<file path="src/rtl/sweep_response_analyzer.sv">
// Purpose: steps a sine generator period across a sweep and reports per-channel min/max of the filter outputs at each point.
// Latency: tracker update 1 cycle after a valid sample; first result presented the cycle after MEASURE ends.
// Backpressure: REPORT holds res_* stable while res_ready is low; one result transfers per valid&ready cycle.
module sweep_response_analyzer #(
    parameter int WORD_WIDTH   = 16,
    parameter int NUM_CH       = 13,
    parameter int PERIOD_WIDTH = 32,
    parameter int CNT_WIDTH    = 32,
    parameter int FLUSH_CYCLES = 100
) (
    input  logic                           clk,
    input  logic                           rst,
    input  logic                           start,
    input  logic [PERIOD_WIDTH-1:0]        period_start,
    input  logic [PERIOD_WIDTH-1:0]        period_step,
    input  logic [PERIOD_WIDTH-1:0]        period_stop,
    input  logic [CNT_WIDTH-1:0]           settle_cycles,
    input  logic [CNT_WIDTH-1:0]           measure_cycles,
    input  logic [NUM_CH*WORD_WIDTH-1:0]   ch_data,
    input  logic [NUM_CH-1:0]              ch_valid,
    output logic [PERIOD_WIDTH-1:0]        period_out,
    output logic                           dut_run,
    output logic                           res_valid,
    input  logic                           res_ready,
    output logic [PERIOD_WIDTH-1:0]        res_period,
    output logic [7:0]                     res_channel,
    output logic [WORD_WIDTH-1:0]          res_min,
    output logic [WORD_WIDTH-1:0]          res_max,
    output logic                           res_empty,
    output logic                           busy,
    output logic                           done
);

    localparam int IDX_W = (NUM_CH > 1) ? $clog2(NUM_CH) : 1;
    localparam logic [WORD_WIDTH-1:0] MOST_POS   = {1'b0, {(WORD_WIDTH-1){1'b1}}};
    localparam logic [WORD_WIDTH-1:0] MOST_NEG   = {1'b1, {(WORD_WIDTH-1){1'b0}}};
    localparam logic [CNT_WIDTH-1:0]  FLUSH_LAST = CNT_WIDTH'(FLUSH_CYCLES - 1);
    localparam logic [IDX_W-1:0]      LAST_CH    = IDX_W'(NUM_CH - 1);

    typedef enum logic [2:0] {IDLE, FLUSH, SETTLE, MEASURE, REPORT, NEXT} state_t;

    typedef struct packed {
        logic signed [WORD_WIDTH-1:0] mn;
        logic signed [WORD_WIDTH-1:0] mx;
        logic                         seen;
    } trk_t;

    state_t                  state;
    state_t                  state_nxt;
    logic [CNT_WIDTH-1:0]    cnt;
    logic [PERIOD_WIDTH-1:0] step_q;
    logic [PERIOD_WIDTH-1:0] stop_q;
    logic [CNT_WIDTH-1:0]    settle_q;
    logic [CNT_WIDTH-1:0]    meas_q;
    logic [IDX_W-1:0]        ch_idx;
    trk_t                    trk_q [NUM_CH];

    logic [PERIOD_WIDTH:0]   next_sum;
    logic                    advance;
    logic                    xfer;

    // One extra bit so a wrapped period is seen as a carry rather than a small value.
    assign next_sum = {1'b0, period_out} + {1'b0, step_q};
    assign advance  = (step_q != '0) && !next_sum[PERIOD_WIDTH]
                      && (next_sum[PERIOD_WIDTH-1:0] <= stop_q);
    assign xfer     = res_valid && res_ready;

    always_comb begin
        state_nxt = state;
        case (state)
            IDLE:    if (start) state_nxt = FLUSH;
            FLUSH:   if (cnt == FLUSH_LAST)
                         state_nxt = (settle_q == '0) ? MEASURE : SETTLE;
            SETTLE:  if (cnt == settle_q - CNT_WIDTH'(1)) state_nxt = MEASURE;
            MEASURE: if (meas_q == '0 || cnt == meas_q - CNT_WIDTH'(1)) state_nxt = REPORT;
            REPORT:  if (xfer && ch_idx == LAST_CH) state_nxt = NEXT;
            NEXT:    state_nxt = advance ? FLUSH : IDLE;
            default: state_nxt = IDLE;
        endcase
    end

    always_ff @(posedge clk) begin
        if (rst) begin
            state      <= IDLE;
            cnt        <= '0;
            step_q     <= '0;
            stop_q     <= '0;
            settle_q   <= '0;
            meas_q     <= '0;
            ch_idx     <= '0;
            period_out <= '0;
            dut_run    <= 1'b0;
            busy       <= 1'b0;
            done       <= 1'b0;
            res_valid  <= 1'b0;
            for (int k = 0; k < NUM_CH; k++) begin
                trk_q[k] <= '0;
            end
        end else begin
            state     <= state_nxt;
            busy      <= (state_nxt != IDLE);
            dut_run   <= (state_nxt == SETTLE) || (state_nxt == MEASURE);
            res_valid <= (state_nxt == REPORT);
            done      <= (state == NEXT) && (state_nxt == IDLE);

            if (state_nxt != state || state_nxt == IDLE || state_nxt == REPORT) begin
                cnt <= '0;
            end else begin
                cnt <= cnt + CNT_WIDTH'(1);
            end

            if (state == IDLE && start) begin
                period_out <= period_start;
                step_q     <= period_step;
                stop_q     <= period_stop;
                settle_q   <= settle_cycles;
                meas_q     <= measure_cycles;
            end else if (state == NEXT && advance) begin
                period_out <= next_sum[PERIOD_WIDTH-1:0];
            end

            if (state != REPORT || (xfer && ch_idx == LAST_CH)) begin
                ch_idx <= '0;
            end else if (xfer) begin
                ch_idx <= ch_idx + IDX_W'(1);
            end

            // Trackers start at the opposite extremes so an empty channel reports max<min.
            for (int k = 0; k < NUM_CH; k++) begin
                if (state_nxt == MEASURE && state != MEASURE) begin
                    trk_q[k] <= '{mn: MOST_POS, mx: MOST_NEG, seen: 1'b0};
                end else if (state == MEASURE && ch_valid[k]) begin
                    if ($signed(ch_data[k*WORD_WIDTH +: WORD_WIDTH]) < $signed(trk_q[k].mn))
                        trk_q[k].mn <= ch_data[k*WORD_WIDTH +: WORD_WIDTH];
                    if ($signed(ch_data[k*WORD_WIDTH +: WORD_WIDTH]) > $signed(trk_q[k].mx))
                        trk_q[k].mx <= ch_data[k*WORD_WIDTH +: WORD_WIDTH];
                    trk_q[k].seen <= 1'b1;
                end
            end
        end
    end

    // Result word is a mux of stable registers, so it cannot move while stalled.
    assign res_period  = res_valid ? period_out : '0;
    assign res_channel = res_valid ? 8'(ch_idx) : '0;
    assign res_min     = res_valid ? trk_q[ch_idx].mn : '0;
    assign res_max     = res_valid ? trk_q[ch_idx].mx : '0;
    assign res_empty   = res_valid & ~trk_q[ch_idx].seen;

endmodule

</file>
<file path="config.mk">
export PLATFORM = sky130hd
export DESIGN_NAME = sweep_response_analyzer
export DESIGN_NICKNAME = d
export VERILOG_FILES = /design/src/rtl/sweep_response_analyzer.sv
export SDC_FILE = /design/constraint.sdc
export NUM_CORES = 2
export LEC_CHECK = 0
export ABC_AREA = 1
export BUFFER_PORTS_ARGS = -buffer_cell sky130_fd_sc_hd__buf_4
export CORE_ASPECT_RATIO = 0.7
export CORE_MARGIN = 4
export CORE_UTILIZATION = 50
export CTS_BUF_LIST = sky130_fd_sc_hd__clkbuf_8
export CTS_CLUSTER_SIZE = 40
export DETAILED_ROUTE_END_ITERATION = 12
export PLACE_DENSITY_LB_ADDON = 0.05
export SLEW_MARGIN = 15
export SYNTH_ARGS = -nofsm -noshare
export SYNTH_HDL_FRONTEND = slang
export SYNTH_SLANG_ARGS = --single-unit
export TNS_END_PERCENT = 20
</file>
<file path="constraint.sdc">
create_clock -name clk -period 4.85 [get_ports clk]
set_input_delay 0.97 -clock clk [delete_from_list [all_inputs] [get_ports clk]]
set_output_delay 0.97 -clock clk [all_outputs]
set_load 0.005 [all_outputs]
</file>
==> results.json <==
{
  "core_mm2": 0.0900,
  "tritoncts": "done",
  "cts.sinks": 636,
  "drt-pass1-iter-count": 5,
  "wirelength_um": 161000,
  "final_core_util": 0.590,
  "syn_to_final_growth_pct": 17.2,
  "setup-tns-final_ps": 0,
  "die_y_um": 260,
  "hp-class": "in2reg",
  "cts_buffer_depth": 3,
  "fin_nets": 7256,
  "ys_seq_area_frac": 0.376,
  "fin_crit_ps": 4550,
  "power_density_mw_per_mm2": 260,
  "synthCells": 5910,
  "antenna_found_initial": 17,
  "hold_viol_final": 0,
  "gp_congestion": 0.975,
  "synthArstFlopShare": 0,
  "fmax_mhz": 220,
  "cts_root_buffer": "clkbuf_8",
  "port_buffers": 489,
  "yosys.area.top_type_share": 0.284,
  "cp_data_required_time_ps": 3880,
  "cts_made_buffers": 107,
  "arrival_ps": 3580,
  "grt_pass1_wl_um": 236000,
  "slew_headroom": 0.301,
  "cp_max_fo": 37,
  "maxCapViolCount": 0,
  "finalCritPeriodShare": 0.938,
  "grt_usage": 0.322,
  "dp_hpwl_um": 125000,
  "seqPwrFrac": 0.451,
  "synth_warnings": 0,
  "via_per_inst": 5.49,
  "finalSetupViolCount": 0,
  "syn-mean-instance-area_um2": 7.67,
  "nFillCells": 8548,
  "start_util": 0.504,
  "final_antenna_net_count": 0,
  "yosysMostFrequentCell": "inv_1",
  "drt-wirelength-per-cell_um": 20.9,
  "cp-end-kind": "output port",
  "clkPwrFrac": 0.347,
  "p_int_mw": 9.49,
  "ys_top_cells_by_count": "1008 x inv_1, 833 x nor2_1, 657 x nand2_1, 586 x a21oi_1, 491 x o21ai_0",
  "power_frac_comb": 0.202,
  "drive_gt1_frac": 0.144,
  "synth-main-ff-cell": "edfxtp_1",
  "fin_worst_hold_slack_ps": 436,
  "p_sw_mw": 4.31,
  "leakage_nw": 25.4,
  "synth_top_area_cell": "edfxtp_1",
  "drt_iter0_markers": 4369,
  "io_pins": 494,
  "ys_top_cells_by_area": "edfxtp_1 28%, ha_1 13%, dfxtp_1 9.1%",
  "worst_pin_slew_ps": 1050,
  "dieArea_mm2": 0.0956,
  "critPathLaunchType": "flop",
  "path_clk_slew_ps": 70,
  "critPathKind": "reg2out",
  "finalMaxSlewViolations": 0,
  "sw_frac_of_total": 0.312,
  "syn-cell-area_mm2": 0.0453,
  "dieWidth_um": 368,
  "via_count": 42300,
  "rows": 92,
  "finClkSkew_ps": 41.1,
  "drc": 0,
  "grt.overflow.total": 0,
  "outcome": "completed",
  "cts_max_level": 3,
  "synth_edf_count": 429,
  "grt_pass1_vias": 39500,
  "grt_max_degree": 160,
  "ir_drop_mv": 0.211,
  "synth_seq_cells": 636,
  "clock_latency_ps": 800,
  "synthDistinctLibCells": 60
}
-- sequential cells by signal, summed over array words and instances, names as in the netlist, 3 cells and up, named ones only --
signal	cells
stop_q	32
state	3
ch_idx	4
meas_q	32
step_q	32
trk_q	429
period_out	32
cnt	32
settle_q	32
-- worst paths after layout --
path | start | to | slack (ps) | cells past startpoint
setup / recovery | flop | res_empty | 300 | 8
hold / removal | measure_cycles[13] | meas_q[13] | 440 | 3
setup reg to reg | step_q[0] | trk_q[9][18] | 330 | 25
hold reg to reg | stop_q[31] | stop_q[31] | 470 | 2
-- power groups by stage --
stage | logic [mW] | clock network (mW) | registers [mW]
after floorplan | 1.66 | 0 | 6.27
after global placement | 2.65 | 0 | 6.32
after detailed placement | 2.69 | 0 | 6.32
after CTS | 2.71 | 4.87 | 6.21
after global routing | 3.14 | 5.12 | 6.24
final | 2.79 | 4.79 | 6.22
-- layout by cell type (no fill, tap or decap), types with 16 or more instances in the layout --
master	netlist	routed
nand4_1	67	67
clkinv_1	4	17
dfxtp_1	207	205
nor4_1	36	34
clkbuf_8	0	119
a21oi_1	586	584
o21ai_1	14	17
xor2_1	90	90
o21ai_0	491	488
xnor2_1	39	39
nor2_1	833	831
buf_12	0	22
nand2_1	657	654
a31oi_1	17	16
a21oi_2	90	91
nor3_1	56	56
edfxtp_1	429	429
o211ai_1	68	68
inv_1	1008	1049
ha_1	474	474
nand3_1	313	303
buf_4	11	586
-- worst max-delay path, stage by stage, from the launching register on --
cell      delay [ps]
dfxtp_4          380
clkinv_2         510
buf_4            470
o21ai_0          200
o22ai_1          110
o21ai_0          330
a31oi_1          180
nor3_1           380
buf_4            190
-- routing by layer --
layer,vias to the layer above,global-route usage,part of all wire
li1,20700,-,-
met1,19700,0.464,0.45
met2,1620,0.484,0.43
met3,245,0.0760,0.093
met4,14,0.0865,0.027
met5,-,0,0.00058
-- kinds of logic (layout without fill, tap and decap cells) --
group           count (synthesis)  in the layout  synth area share
simple gates                 2030           2030             0.189
fa+ha+maj                     475            475             0.131
flops                         636            636             0.376
compound gates               1365           1365             0.169
buf+inv                      1272           1837             0.109
xor+xnor                      131            131            0.0259
other cells                     1             13         0.0000827
-- area by class of cell --
cell class	count	area (um^2)	share of cell area
Multi-Input combinational cell	4005	23600	0.443
Inverter	1017	3820	0.0720
Clock buffer	119	1640	0.0308
Timing Repair Buffer	629	5160	0.0970
Antenna cell	9	22.5	0.000424
Sequential cell	636	17000	0.321
Tap cell	1222	1530	0.0288
Clock inverter	72	379	0.00713
-- repair_timing --
| item | in CTS | in global routing |
|---|---|---|
| hold buffers | 0 | 0 |
| resized for setup | 3 | 59 |
| setup buffers | 0 | 7 |
| pin swaps | 0 | 5 |
| gates cloned | 0 | 9 |
| setup endpoints to repair | 98 | 651 |
-- stage by stage --
step	setup slack [ps]	power [mW]	std cells	instance area, um^2
2_1_floorplan	390	7.93	5913	45300
3_3_place_gp	-21.2	8.97	7493	50600
3_5_place_dp	-60.9	9.01	7493	50600
4_1_cts	23.0	13.8	7684	52700
5_1_grt	-27.5	14.5	7705	53100
6_report	300	13.8	7709	53100
(Power assumes the default switching activity.)
